[src/rtl/pipe_skid_slice.sv]
// Two-entry skid buffer on a valid/ready link. up_ready_o is driven from local
// state and rst_i only, so the downstream ready path is registered.
module pipe_skid_slice #(
    parameter bit          FLUSH_EN  = 1'b1,
    parameter int unsigned DataWidth = 8
) (
    input  logic                 clk_i,
    input  logic                 rst_i,
    input  logic                 flush_i,
    input  logic                 up_valid_i,
    output logic                 up_ready_o,
    input  logic [DataWidth-1:0] up_data_i,
    output logic                 dn_valid_o,
    input  logic                 dn_ready_i,
    output logic [DataWidth-1:0] dn_data_o,
    output logic [1:0]           occupancy_o
);

    typedef enum logic [1:0] {
        StEmpty = 2'd0,
        StOne   = 2'd1,
        StTwo   = 2'd2
    } state_e;

    state_e               state_q, state_d;
    logic [DataWidth-1:0] main_q, skid_q;
    logic                 acc, emit, flush_act;
    logic                 load_main_up, load_main_skid, load_skid;

    assign acc       = up_valid_i & up_ready_o;
    assign emit      = dn_valid_o & dn_ready_i;
    assign flush_act = FLUSH_EN & flush_i;
    assign dn_data_o = main_q;

    always_ff @(posedge clk_i) begin
        if (rst_i) begin
            state_q <= StEmpty;
        end else begin
            state_q <= state_d;
        end
    end

    always_comb begin
        state_d        = state_q;
        load_main_up   = 1'b0;
        load_main_skid = 1'b0;
        load_skid      = 1'b0;
        case (state_q)
            StEmpty: begin
                if (acc) begin
                    state_d      = StOne;
                    load_main_up = 1'b1;
                end
            end
            StOne: begin
                if (acc && !emit) begin
                    state_d   = StTwo;
                    load_skid = 1'b1;
                end else if (!acc && emit) begin
                    state_d = StEmpty;
                end else if (acc && emit) begin
                    load_main_up = 1'b1;
                end
            end
            StTwo: begin
                if (emit) begin
                    state_d        = StOne;
                    load_main_skid = 1'b1;
                end
            end
            default: state_d = StEmpty;
        endcase
        // A flush discards everything, including a beat accepted this cycle.
        if (flush_act) begin
            state_d = StEmpty;
        end
    end

    always_comb begin
        up_ready_o  = !rst_i && (state_q != StTwo);
        dn_valid_o  = (state_q != StEmpty);
        occupancy_o = state_q;
    end

    always_ff @(posedge clk_i) begin
        if (load_main_up) begin
            main_q <= up_data_i;
        end else if (load_main_skid) begin
            main_q <= skid_q;
        end
        if (load_skid) begin
            skid_q <= up_data_i;
        end
    end

endmodule
[config.mk]
export PLATFORM = sky130hd
export DESIGN_NAME = pipe_skid_slice
export DESIGN_NICKNAME = d
export VERILOG_FILES = /design/src/rtl/pipe_skid_slice.sv
export SDC_FILE = /design/constraint.sdc
export NUM_CORES = 1
export LEC_CHECK = 0
export CORE_ASPECT_RATIO = 1.2
export CORE_MARGIN = 3
export CORE_UTILIZATION = 47
export DETAILED_ROUTE_END_ITERATION = 7
export PLACE_DENSITY = 0.91
export RECOVER_POWER = 50
export SYNTH_ARGS = -nofsm -noshare
export SYNTH_HDL_FRONTEND = slang
export SYNTH_SLANG_ARGS = --single-unit
[constraint.sdc]
create_clock -name clk_i -period 5.3 [get_ports clk_i]
set_input_delay 1.06 -clock clk_i [delete_from_list [all_inputs] [get_ports clk_i]]
set_output_delay 1.06 -clock clk_i [all_outputs]
set_load 0.05 [all_outputs]
Word-level counts from Yosys, hierarchy flattened
Cells that the tools add are included.
{"block": "totals", "in_bits": 13, "reg_bits": 18}
{"block": "op_classes", "n_reduce_logical": 12, "muxes": 16, "eq_ne": 6, "bitwise_logic": 2}
{"operator": "two-way mux 8 bit", "n": 2}
{"operator": "two-way mux 1 bit", "n": 8}
{"operator": "two-way mux 2 bit", "n": 4}
{"operator": "inequality test 2 bit, second input constant", "n": 3}
{"operator": "one-hot mux 2 bit (3 select lines)", "n": 1}
{"operator": "logical AND 1 bit", "n": 4}
{"operator": "nonzero test 2 bit", "n": 2}
{"operator": "zero test 1 bit", "n": 3}
{"operator": "inequality test 3 bit, second input constant", "n": 1}
{"operator": "AND reduction 3 bit", "n": 1}
{"operator": "AND 1 bit", "n": 2}
{"operator": "equality test 2 x 1 -> 1 bit, second input constant", "n": 1}
{"operator": "equality test 2 bit, second input constant", "n": 1}
{"operator": "zero test 2 bit", "n": 1}
{"operator": "one-hot mux 1 bit (2 select lines)", "n": 1}
{"operator": "OR reduction 2 bit", "n": 1}

Logic depth before layout (Yosys ltp)
Gate-level depths: netlist of the first run.
{"block": "depth", "ltp_word": 9, "depth_mapped": 7, "depth_no_buf": 7}

Worst setup path before layout of the first run
Ideal clock, no wire load.
{"block": "synth_path", "kind": "input -> output", "startpoint": "input rst_i", "endpoint": "output up_ready_o", "cell_stages": 1, "n_path_buf": 0, "arrival_time_ps": 1714, "path_slack_ps": 2526, "path_cell_list": "nor2_1"}
{"block": "synth_via", "elab_chain_cells": 2}
{"element": "start, declared", "line": "8", "rtl": "input logic rst_i,"}
{"element": "zero test 1 bit", "line": "80", "rtl": "up_ready_o = !rst_i && (state_q != StTwo);"}
{"element": "logical AND 1 bit", "line": "80"}
{"element": "end, declared", "line": "11", "rtl": "output logic up_ready_o,"}
No other way between the ends.

Worst setup path in the final report of the first run
Same ends and word-level chain as after synthesis.

==> impl_results.md, run 1 <==
- Non-filler instance count after layout: 91
- Total track usage: 15.1%
- Worst Max-Slew Pin Slew: 0.503 ns
- CP max-delay cell: clkdlybuf4s50_1
- Worst hold path type: flip-flop to flip-flop
- Critical path depth: 3
- Post-DP HPWL: 1.06 mm
- Final min period: 3.64 ns
- Fin Setup TNS: 0 ns
- FF-to-FF Start: occupancy_o[0]$_SDFFE_PP0P_
- Fin nets: 90
- Achievable Freq: 275 MHz
- Gpl congestion: 0.751
- Vias in the first global route: 539
- R2R Setup Slk: 2.97 ns
- Mapped Area: 759 um2
- Root Driver: clkbuf_4
- Final period util: 68.7%
- EDFF count, synth: 16
- Largest net degree at the start of global routing: 11
- CP bufs+invs: 2
- # Max-Cap Violations: 0
- H-tree levels: 1
- Worst-Skew Late Latency: 0.29 ns
- GRT overflow: 0
- Synth warn: 0
- Row count: 15
- Post-synth top area cell: edfxtp_1
- FF-to-FF End: dn_data_o[2]$_DFFE_PP_
- Status: finished, final reports clean
- Endpoints failing setup: 0
- CP max stage delay: 0.80 ns
- Minimum setup slack in the final design: 1.66 ns
- First-pass GRT wire length: 2.30 mm
- Syn avg cell area: 16.5 um2
- Yosys reg bits: 18
- Sequential element share of the synthesized area: 68.5%
- Max-slew headroom: 66.4%
- Drt first-iter violations: 5
- Vias: 483
- DP Worst Slack: 1.78 ns
- Core area: 1480 um2
- Peak VDD IR: 0.000141 V
- Crit end category: primary output
- CP cell instances: dlygate4sd3_1, nor2_1, clkdlybuf4s50_1
- Library cells used by synthesis: 20
- Synth cell count leaders: edfxtp_1, mux2_2
- Hold buffer count at CTS: 0
- Maximum clock insertion buffer count: 2
- Startpoint types: input port
- Die H: 50.0 um
- R2r worst-path depth: 6
- CTS buffer count: 3
- Mapped Cells: 46
- Die ar.: 2140 um2
- Placed cells: 87
- Initial antenna violation count: 0
- Post-route cell area: 1060 um2
- Maximum fanout along the worst path: 5
- CTS clk-pin slew, worst paths: 0.10 ns
- Fillcell total: 118
- CTS resizes: 0
- Top delay family on crit path: buffers and inverters
- CP Data Required Time: 4.24 ns
- DP Area: 1020 um2
- Syn_nets: 61
- Port Buffers: 24
- Layout cell share with drive strength beyond 1: 20.3%
- DRT Pass-1 Iters: 2
- Initial Utilization: 51.2%
- RSZ-0062 raised after global routing: false
- Antenna violation net count after detailed routing: 0
- CTS tree: done
- Worst Setup EP: up_ready_o
- Yosys top cell area share: 63.3%
- Ys flop type: edfxtp_1
- Crit path kind: input port to primary output
- Drt via density: 5.31
- Crit. Startpoint: rst_i
- Slew Viols, Final: 0
- Post-synthesis async set-or-reset flop share: 0%
- Die Width: 42.7 um
- I/O Pins: 25
- WP data arrival: 2.58 ns
- Hold Vio Cnt, Final: 0
- Area growth from synthesis to layout: 39.2%
- Biggest area contributors in the synthesized netlist: edfxtp_1, mux2_2, dfxtp_1, ha_1, a21oi_4
- Detailed Route WL: 1.36 mm
- Residual DRC count: 0
- Postcts setup bufs: 0
- Clock sink count: 18
- Routed wire length per instance: 15.0 um
- Power Density: 263 nW/um2
- Hold depth: 1
- P_leak: 0.000381 uW
- Most frequent cell after synthesis: edfxtp_1
- N_diodes: 0
- Skew final: 0.00525 ns
## power breakdown
| group | switching, uW | internal (uW) |
|---|---|---|
| logic | 21.6 | 17.0 |
| clock network | 39.1 | 41.8 |
| registers | 1.07 | 158 |
| total | 61.7 | 217 |
## registers in the layout, summed over array words and instances (netlist names)
signal	count
dn_data_o	8
skid_q	8
occupancy_o	2
## cells in the final DEF (no fill, tap or decap), drive strengths merged
| cell | netlist | final |
|---|---|---|
| a22oi | 1 | 1 |
| dlygate4sd3 | 0 | 17 |
| or2b | 1 | 1 |
| and2 | 1 | 1 |
| a21o | 1 | 1 |
| edfxtp | 16 | 16 |
| a211oi | 1 | 1 |
| clkdlybuf4s50 | 0 | 7 |
| nor2 | 1 | 1 |
| and2b | 1 | 1 |
| nor3b | 1 | 1 |
| dfxtp | 2 | 2 |
| and3b | 1 | 1 |
| mux2 | 8 | 8 |
| ha | 2 | 2 |
| nand2 | 2 | 2 |
| inv | 2 | 2 |
| nor3 | 1 | 1 |
| or2 | 1 | 1 |
| a21oi | 1 | 1 |
| clkbuf | 0 | 4 |
| or3b | 1 | 1 |
| nand2b | 1 | 1 |
## how the worst min path moves through the flow
stage                             start                endpoint  slack (ns)
finish              skid_q[5]$_DFFE_PP_  dn_data_o[5]$_DFFE_PP_        0.56
global route        skid_q[5]$_DFFE_PP_  dn_data_o[5]$_DFFE_PP_        0.59
CTS                 skid_q[3]$_DFFE_PP_  dn_data_o[3]$_DFFE_PP_        0.57
detailed placement  skid_q[3]$_DFFE_PP_  dn_data_o[3]$_DFFE_PP_        0.55
global placement    skid_q[6]$_DFFE_PP_  dn_data_o[6]$_DFFE_PP_        0.53
floorplan           skid_q[0]$_DFFE_PP_  dn_data_o[0]$_DFFE_PP_        0.52
## cells by family (layout without fill, tap and decap cells)
| kind of cell | after synthesis | count (layout) | share of synthesized area, % |
|---|---|---|---|
| buffers and inverters | 2 | 30 | 0.989 |
| AO/OA/AOI/OAI | 4 | 4 | 5.11 |
| AND/OR/NAND/NOR | 12 | 12 | 10.2 |
| multiplexers | 8 | 8 | 11.9 |
| adder cells (fa/ha/maj) | 2 | 2 | 3.29 |
| flip-flops | 18 | 18 | 68.5 |
## area by class of cell
cell class	instances	area [um2]	area share [%]
Tap cell	17	21.3	2.01
Inverter	2	7.51	0.710
Multi-Input combinational cell	26	231	21.9
Timing Repair Buffer	24	240	22.7
Clock buffer	4	36.3	3.43
Sequential cell	18	520	49.2
## per-layer routing
| layer | vias up | track usage, % | share of wire, % |
|---|---|---|---|
| met5 | - | 0 | 0 |
| met4 | 0 | 10.9 | 3.1 |
| met3 | 4 | 3.28 | 5.6 |
| met2 | 20 | 26.0 | 53 |
| met1 | 229 | 15.6 | 38 |
| li1 | 230 | - | - |
## metrics by stage
step,hold WS (ns),power [uW],utilization [%]
final,0.564,278,71.3
after global routing,0.586,290,71.3
after CTS,0.568,283,71.3
after detailed placement,0.546,203,68.9
after global placement,0.528,202,68.9
after floorplan,0.525,184,-
Power figures use the tool's default switching activity.
==> inputs of run 2 (changes only) <==
Settings changed: CORE_UTILIZATION 47 to 39, PLACE_DENSITY 0.91 to 0.81.
Clock period 5.3 ns to 3.1 ns, I/O delays scaled along.
==> run 2 against run 1 <==
Hold slack got worse by 0.0069 ns; highest routed layer unchanged; sequential share of layout area fell by 0.059 points; wire length is 8.6% lower; non-clock buffer count stayed put; core utilization down 11 points; combinational power increased by 68%.
==> impl_results.md, run 2 (synthesis gave the netlist of run 1 again) <==
- Status: finished, final reports clean
- Achievable Freq: 361 MHz
- H-tree levels: 1
- Port Buffers: 24
- Vias: 471
- P_leak: 0.000381 uW
- Antenna violation net count after detailed routing: 0
- CP cell instances: dlygate4sd3_1, nor2_1, clkdlybuf4s50_1
- Postcts setup bufs: 0
- RSZ-0062 raised after global routing: false
- Fin Setup TNS: 0 ns
- Placed cells: 88
- Routed wire length per instance: 13.5 um
- Row count: 16
- Startpoint types: input port
- Pwr Total: 475 uW
- Final period util: 89.4%
- I/O Pins: 25
- Comb power frac: 13.6%
- Final hold slack: 0.557 ns
- Die ar.: 2520 um2
- WP data arrival: 2.15 ns
- Detailed Route WL: 1.25 mm
- Sw frac: 22.0%
- Root Driver: clkbuf_4
- Clock Power Share: 29.1%
- Post-Route Utilization: 60.8%
- Power Density: 449 nW/um2
- Fillcell total: 144
- CP Data Required Time: 2.48 ns
- Residual DRC count: 0
- Total track usage: 11.7%
- Core area: 1740 um2
- Largest net degree at the start of global routing: 11
- Crit end category: primary output
- Crit path kind: input port to primary output
- Initial Utilization: 43.6%
- Fin nets: 90
- Drt via density: 5.12
- Area growth from synthesis to layout: 39.4%
- CTS tree: done
- Non-filler instance count after layout: 92
- # Max-Cap Violations: 0
- CTS resizes: 0
- Maximum fanout along the worst path: 5
- Peak VDD IR: 0.000270 V
- Most common cell after layout, fill and taps aside: dlygate4sd3_1
- Max-slew headroom: 64.8%
- Sequential power share: 57.2%
- Hold buffer count at CTS: 0
- CTS buffer count: 3
- Internal power: 370 uW
- Clock sink count: 18
- CP max-delay cell: clkdlybuf4s50_1
- Worst Max-Slew Pin Slew: 0.526 ns
- Skew final: 0.00232 ns
- CTS clk-pin slew, worst paths: 0.09 ns
- Worst-Skew Late Latency: 0.28 ns
- Multi-input logic area: 231 um2
- Maximum clock insertion buffer count: 2
- Endpoints failing setup: 0
- Initial antenna violation count: 0
- Die Width: 46.3 um
- Layout cell share with drive strength beyond 1: 20.3%
- FF+latch area: 520 um2
- R2R Setup Slk: 0.86 ns
- First-pass GRT wire length: 1.99 mm
- DRT Pass-1 Iters: 2
- Final min period: 2.77 ns
- Gpl congestion: 0.772
- Most frequent cells in the layout: dlygate4sd3_1, edfxtp_1, mux2_2, clkdlybuf4s50_1, clkbuf_4
- Slew Viols, Final: 0
- GRT overflow: 0
- Vias in the first global route: 443
- Worst hold path type: flip-flop to flip-flop
- NetSw: 105 uW
- Die H: 54.3 um
- CP max stage delay: 0.80 ns
- Drt first-iter violations: 1
- Hold Vio Cnt, Final: 0
- N_diodes: 0
-- run 2: path summary, 6_finish.rpt --
check	cells after the start	startpoint	to
hold / removal	1	skid_q[4]$_DFFE_PP_	dn_data_o[4]$_DFFE_PP_
setup / recovery	3	rst_i	up_ready_o
hold reg to reg	1	skid_q[4]$_DFFE_PP_	dn_data_o[4]$_DFFE_PP_
setup reg to reg	6	occupancy_o[0]$_SDFFE_PP0P_	dn_data_o[0]$_DFFE_PP_
-- run 2: area by class of cell --
class,count,share of cell area (%)
clock buffers,4,3.43
well taps,18,2.13
multi-input cells,26,21.9
inverters,2,0.709
flip-flops and latches,18,49.2
repair buffers,24,22.7
-- run 2: power groups by stage --
stage | Combinational, uW | Sequential, uW | Clock, uW
floorplan | 21.0 | 294 | 0
global placement | 68.4 | 277 | 0
detailed placement | 68.9 | 278 | 0
CTS | 69.4 | 272 | 142
global route | 69.2 | 272 | 156
finish | 64.7 | 272 | 138
-- run 2: worst max-delay path: cells and delay by family --
kind	cells	cell delay [ns]
buffers and inverters	2	1.40
AND/OR/NAND/NOR	1	0.12
-- run 2: per-stage QoR --
step	worst slack, ns	area (um2)
floorplan	0.674	759
global placement	0.431	1020
detailed placement	0.371	1020
CTS	0.434	1060
global route	0.262	1060
finish	0.329	1060
-- run 2: per-layer routing --
metal	track usage [%]	vias up	wire, um
met5	0	-	0
li1	-	232	-
met2	17.7	24	565
met4	5.69	0	10
met3	4.28	2	109
met1	14.5	213	561
